<file path="src/rtl/riscv_pkg.sv">
// Shared constants and types for the RV32I branch control slice.
// BHT encodings, opcodes and the recovery FSM state type.
package riscv_pkg;

    localparam logic [6:0] OP_BRANCH = 7'b1100011;
    localparam logic [6:0] OP_JAL    = 7'b1101111;
    localparam logic [6:0] OP_JALR   = 7'b1100111;

    localparam logic [1:0] SNT = 2'b00;
    localparam logic [1:0] WNT = 2'b01;
    localparam logic [1:0] WT  = 2'b10;
    localparam logic [1:0] ST  = 2'b11;

    typedef enum logic {
        IDLE,
        FLUSH
    } ctrl_state_e;

    function automatic logic [1:0] sat_upd(
        input logic [1:0] ctr,
        input logic       taken
    );
        logic [1:0] nxt;
        nxt = ctr;
        if (taken && ctr != ST) nxt = ctr + 2'd1;
        if (!taken && ctr != SNT) nxt = ctr - 2'd1;
        return nxt;
    endfunction

endpackage

</file>
<file path="src/rtl/bht_2bit.sv">
// Branch history table of 2-bit saturating counters.
// Async read port; one saturating update per cycle.
module bht_2bit
    import riscv_pkg::*;
#(
    parameter int IDX_W = 4
) (
    input  logic             clk,
    input  logic             rst_n,
    input  logic [IDX_W-1:0] rd_idx_i,
    output logic [1:0]       rd_ctr_o,
    input  logic             upd_en_i,
    input  logic [IDX_W-1:0] upd_idx_i,
    input  logic             upd_taken_i
);

    localparam int N = 2 ** IDX_W;

    logic [1:0] ctr_q [N];

    // Read returns the stored value, so a same-cycle update is not visible.
    assign rd_ctr_o = ctr_q[rd_idx_i];

    // Counter array: weak not-taken after reset, saturating update.
    always_ff @(posedge clk or negedge rst_n) begin
        if (!rst_n) begin
            for (int i = 0; i < N; i++) begin
                ctr_q[i] <= WNT;
            end
        end else if (upd_en_i) begin
            ctr_q[upd_idx_i] <= sat_upd(ctr_q[upd_idx_i], upd_taken_i);
        end
    end

endmodule

</file>
<file path="src/rtl/branch_predict_ctrl.sv">
// Branch predict / resolve / recovery control for the 5-stage pipe.
// BHT lookup in IF, check in EX, redirect + flush sequencing.
module branch_predict_ctrl
    import riscv_pkg::*;
#(
    parameter int XLEN         = 32,
    parameter int BHT_IDX_W    = 4,
    parameter int FLUSH_CYCLES = 2,
    parameter int CNT_W        = 16
) (
    input  logic             clk,
    input  logic             rst_n,
    input  logic             if_valid,
    input  logic             if_is_branch,
    input  logic [XLEN-1:0]  if_pc,
    output logic             pred_taken,
    input  logic             ex_valid,
    input  logic             ex_is_branch,
    input  logic             ex_is_jump,
    input  logic [XLEN-1:0]  ex_pc,
    input  logic             ex_pred_taken,
    input  logic             ex_jump,
    input  logic [XLEN-1:0]  ex_target,
    output logic             redirect,
    output logic [XLEN-1:0]  redirect_pc,
    output logic             flush_if_id,
    output logic             flush_id_ex,
    output logic             busy,
    output logic [CNT_W-1:0] branch_cnt,
    output logic [CNT_W-1:0] mispred_cnt
);

    ctrl_state_e      state_q, state_d;
    logic [2:0]       flush_cnt_q, flush_cnt_d;
    logic             redirect_q, redirect_d;
    logic [XLEN-1:0]  redirect_pc_q, redirect_pc_d;
    logic [CNT_W-1:0] branch_cnt_q, branch_cnt_d;
    logic [CNT_W-1:0] mispred_cnt_q, mispred_cnt_d;

    logic [1:0] rd_ctr;
    logic       idle, br, mis, jmp;
    logic       unused_pc;

    assign unused_pc = ^{if_pc[XLEN-1:BHT_IDX_W+2], if_pc[1:0],
                         ex_pc[XLEN-1:BHT_IDX_W+2], ex_pc[1:0]};

    // Wrong-path EX inputs are ignored while recovering; a jump wins over a branch.
    assign idle = (state_q == IDLE);
    assign jmp  = idle & ex_valid & ex_is_jump;
    assign br   = idle & ex_valid & ex_is_branch & ~ex_is_jump;
    assign mis  = br & (ex_jump != ex_pred_taken);

    bht_2bit #(
        .IDX_W (BHT_IDX_W)
    ) u_bht (
        .clk         (clk),
        .rst_n       (rst_n),
        .rd_idx_i    (if_pc[BHT_IDX_W+1:2]),
        .rd_ctr_o    (rd_ctr),
        .upd_en_i    (br),
        .upd_idx_i   (ex_pc[BHT_IDX_W+1:2]),
        .upd_taken_i (ex_jump)
    );

    assign pred_taken  = if_valid & if_is_branch & rd_ctr[1];
    assign redirect    = redirect_q;
    assign redirect_pc = redirect_pc_q;
    assign flush_if_id = (state_q == FLUSH);
    assign flush_id_ex = (state_q == FLUSH);
    assign busy        = (state_q != IDLE);
    assign branch_cnt  = branch_cnt_q;
    assign mispred_cnt = mispred_cnt_q;

    // Recovery state, redirect pulse and perf counter registers.
    always_ff @(posedge clk or negedge rst_n) begin
        if (!rst_n) begin
            state_q       <= IDLE;
            flush_cnt_q   <= '0;
            redirect_q    <= 1'b0;
            redirect_pc_q <= '0;
            branch_cnt_q  <= '0;
            mispred_cnt_q <= '0;
        end else begin
            state_q       <= state_d;
            flush_cnt_q   <= flush_cnt_d;
            redirect_q    <= redirect_d;
            redirect_pc_q <= redirect_pc_d;
            branch_cnt_q  <= branch_cnt_d;
            mispred_cnt_q <= mispred_cnt_d;
        end
    end

    // Next state: resolve in IDLE, count down the flush window in FLUSH.
    always_comb begin
        state_d       = state_q;
        flush_cnt_d   = flush_cnt_q;
        redirect_d    = 1'b0;
        redirect_pc_d = redirect_pc_q;
        branch_cnt_d  = branch_cnt_q;
        mispred_cnt_d = mispred_cnt_q;
        unique case (state_q)
            IDLE: begin
                if (br) branch_cnt_d = branch_cnt_q + 1'b1;
                if (mis | jmp) begin
                    mispred_cnt_d = mispred_cnt_q + 1'b1;
                    redirect_d    = 1'b1;
                    redirect_pc_d = (ex_jump | jmp) ? ex_target
                                                    : ex_pc + XLEN'(4);
                    state_d       = FLUSH;
                    flush_cnt_d   = 3'(FLUSH_CYCLES);
                end
            end
            FLUSH: begin
                flush_cnt_d = flush_cnt_q - 3'd1;
                if (flush_cnt_q == 3'd1) state_d = IDLE;
            end
            default: begin
                state_d = IDLE;
            end
        endcase
    end

endmodule

</file>
<file path="config.mk">
export PLATFORM = sky130hd
export DESIGN_NAME = branch_predict_ctrl
export DESIGN_NICKNAME = d
export VERILOG_FILES = /design/src/rtl/riscv_pkg.sv /design/src/rtl/bht_2bit.sv /design/src/rtl/branch_predict_ctrl.sv
export SDC_FILE = /design/constraint.sdc
export NUM_CORES = 1
export LEC_CHECK = 0
export CAP_MARGIN = 20
export CORE_UTILIZATION = 43
export DETAILED_ROUTE_END_ITERATION = 6
export PLACE_DENSITY = 0.88
export SYNTH_ARGS = -nofsm -noshare
export SYNTH_HDL_FRONTEND = slang
export SYNTH_SLANG_ARGS = --single-unit
</file>
<file path="constraint.sdc">
create_clock -name clk -period 2.4 [get_ports clk]
set_input_delay 0.24 -clock clk [delete_from_list [all_inputs] [get_ports clk]]
set_output_delay 0.24 -clock clk [all_outputs]
set_load 0.02 [all_outputs]
</file>
==> results.json <==
{
  "synthArstFlopShare": 1.00,
  "top_usage_layer": "met2",
  "via_count": 4943,
  "cts_buffer_depth": 2,
  "grt_pass1_vias": 4876,
  "rows": 41,
  "synth_area_per_cell_um2": 10.1,
  "synth_edf_count": 0,
  "internal_power_w": 0.00421,
  "synth_area_um2": 5530,
  "cts_tree": "built",
  "hp-class": "primary input to flop",
  "synthFlopType": "dfrtp_1",
  "die_area_um2": 13300,
  "final_cell_mix": "clkdlybuf4s50_1, dfrtp_1, nand2_1",
  "root_buffer": "clkbuf_16",
  "seq_power_share": 0.388,
  "p_per_area_nw_per_um2": 828,
  "clock_sinks": 101,
  "grt_max_degree": 59,
  "wl_mm": 15.9,
  "timing.hold.ws_ns": 0.458,
  "finalWorstSetupSlack_ns": -0.0283,
  "slew_viol_final": 0,
  "path_max_fanout": 9,
  "instances_no_fill": 900,
  "start_kind": "primary input",
  "fin_crit_ns": 2.43,
  "antenna_found_initial": 0,
  "syn_nets": 660,
  "drive_gt1_frac": 0.195,
  "port-buffer-count": 145,
  "status": "complete, but fails checks",
  "hold_viol_final": 0,
  "stdcell_area_um2": 7910,
  "finalSetupTns_ns": -0.151,
  "die-width_um": 115,
  "seq_area_frac_synth": 0.461,
  "drc_errors": 0,
  "violations": "negative setup slack",
  "drtIter0Drc": 332,
  "period_share": 1.01,
  "use_met1": 0.313,
  "p_total_w": 0.00655,
  "post-dp-hpwl_mm": 12.0,
  "final_common_cell": "clkdlybuf4s50_1",
  "max_cap_viol_count": 0,
  "cellLeakagePower_nw": 3.37,
  "sw_frac_of_total": 0.358,
  "core_um2": 12600,
  "initial_core_util": 0.440,
  "fmax_ghz": 0.412,
  "max_slew.worst_pin.slew_ns": 0.732,
  "yosys_warnings": 0,
  "nets": 838,
  "avgRoutedWirePerCell_um": 17.7,
  "gp_congestion": 0.930,
  "grt_pass1_wl_mm": 24.8,
  "n_antenna_cell": 0,
  "ir_drop_mv": 0.424,
  "use_met3": 0.0411,
  "critPathArrivalTime_ns": 2.71,
  "syn_inst": 545,
  "ys_ff_latch": 101,
  "ant_nets": 0,
  "finalSetupViolations": 10,
  "firstDrtPassIters": 6,
  "grtUsageMet2": 0.388,
  "grt_usage": 0.244,
  "cts_inserted_buffers": 9,
  "clk_pin_slew_ns": 0.07,
  "rsz0062_at_grt": "yes",
  "p_switching_w": 0.00235,
  "crit_path_end_kind": "flop",
  "area_growth_pct": 43.1,
  "vias_per_cell": 5.49,
  "die_h_um": 115,
  "place_inst": 882,
  "grt.overflow.total": 0,
  "combPwrFrac": 0.401,
  "io_pins": 174,
  "slew_headroom": 0.512,
  "worstSkewPairLatency_ns": 0.35,
  "pwr-share-clk": 0.211,
  "placed_area_um2": 7530,
  "htree_levels": 3,
  "synth_cell_types": 50,
  "skew_ns": 0.0113,
  "crit_required_ns": 2.68,
  "critical_path_class": "primary input to flop"
}
-- logic make-up after synthesis --
| family | count (synthesis) | share of synthesized area |
|---|---|---|
| XOR/XNOR | 59 | 0.0935 |
| buffers and inverters | 42 | 0.0321 |
| AND/OR/NAND/NOR | 204 | 0.186 |
| flip-flops | 101 | 0.461 |
| adder cells (fa/ha/maj) | 10 | 0.0226 |
| AO/OA/AOI/OAI | 78 | 0.0842 |
| multiplexers | 51 | 0.121 |
-- critical path, cell delays in order --
cell	delay [ns]
clkdlybuf4s50_1	0.72
nor2b_1	0.29
a22oi_1	0.14
o211a_1	0.19
nor2_4	0.13
inv_2	0.06
ha_4	0.18
mux2i_4	0.21
xor2_1	0.11
and2_4	0.18
mux2_4	0.27
-- layer usage --
| metal | vias to the layer above | share of wire |
|---|---|---|
| li1 | 2274 | - |
| met1 | 2389 | 0.40 |
| met4 | 0 | 0.044 |
| met2 | 228 | 0.49 |
| met3 | 52 | 0.067 |
| met5 | - | 0 |
-- worst paths after layout --
kind	to	slack, ns	cells past startpoint	from
max in group asynchronous	u_bht.ctr_q[6]	1.16	3	rst_n
max	u_bht.ctr_q[14]	-0.03	11	ex_pc[4]
min in group asynchronous	mispred_cnt[0]	0.49	2	rst_n
max reg2reg	u_bht.ctr_q[14]	-0.01	9	u_bht.ctr_q[10]
min	redirect_pc[1]	0.46	3	ex_pc[1]
min reg2reg	branch_cnt[15]	0.47	1	branch_cnt[15]
-- area by class of cell --
type                       count  area, um^2
timing repair buffer         194        1870
multi-input combinational    402        2950
fill                         983        4660
sequential                   101        2550
clock inverter                 6        48.8
tap                          172         215
clock buffer                  10         229
inverter                      15        56.3
-- repair_timing --
action	in CTS	in global routing
resized for setup	21	7
hold endpoints to repair	46	0
pin swaps	5	1
setup buffers	0	1
hold buffers	1	0
endpoints found under the setup margin	33	20
-- through the flow --
stage           util  setup WS (ns)
5_1_grt        0.629        -0.0568
4_1_cts        0.626         0.0273
2_1_floorplan      -        -0.0536
3_5_place_dp   0.599         -0.658
3_3_place_gp   0.599         -0.571
6_report       0.629        -0.0283
-- cell usage after synthesis, types with 2 or more instances --
cell	count	area share
o21ai_0	13	0.012
a21oi_1	23	0.021
nor3_2	2	0.0036
a31oi_1	4	0.0045
nor2_1	40	0.027
nand3_1	22	0.020
mux2i_1	14	0.025
or3_1	3	0.0034
mux4_2	10	0.041
and2_1	7	0.0079
xor2_1	15	0.024
o211ai_1	2	0.0027
inv_1	14	0.0095
nor3b_1	2	0.0027
o22ai_1	13	0.015
nor4_2	2	0.0045
nand2_1	65	0.044
buf_1	3	0.0020
nor4_1	2	0.0023
clkbuf_1	14	0.0095
buf_2	7	0.0063
mux2_2	24	0.049
o22ai_2	2	0.0045
nand4_2	2	0.0045
a22oi_1	3	0.0041
and3_1	13	0.015
ha_1	10	0.023
nor3_1	10	0.0091
and4_1	5	0.0079
buf_4	3	0.0041
o21ai_1	10	0.0091
nor2b_1	5	0.0057
nand4_1	17	0.019
dfstp_2	16	0.076
a21o_1	2	0.0027
mux2_1	3	0.0061
xnor2_1	44	0.070
nand2b_1	3	0.0034
dfrtp_1	85	0.38
-- power by group through the flow --
stage               sequential (W)  combinational, W  clock, W
global route               0.00261           0.00281   0.00147
detailed placement         0.00256           0.00255         0
floorplan                  0.00287          0.000971         0
CTS                        0.00254           0.00260   0.00141
global placement           0.00253           0.00247         0
finish                     0.00254           0.00263   0.00138
-- registers in the layout, indices dropped and copies added, names as in the netlist --
register	flops
branch_cnt	16
busy	1
flush_cnt_q	3
mispred_cnt	16
redirect	1
redirect_pc	32
u_bht.ctr_q	32
No activity file was read; power rests on OpenSTA's default activity.
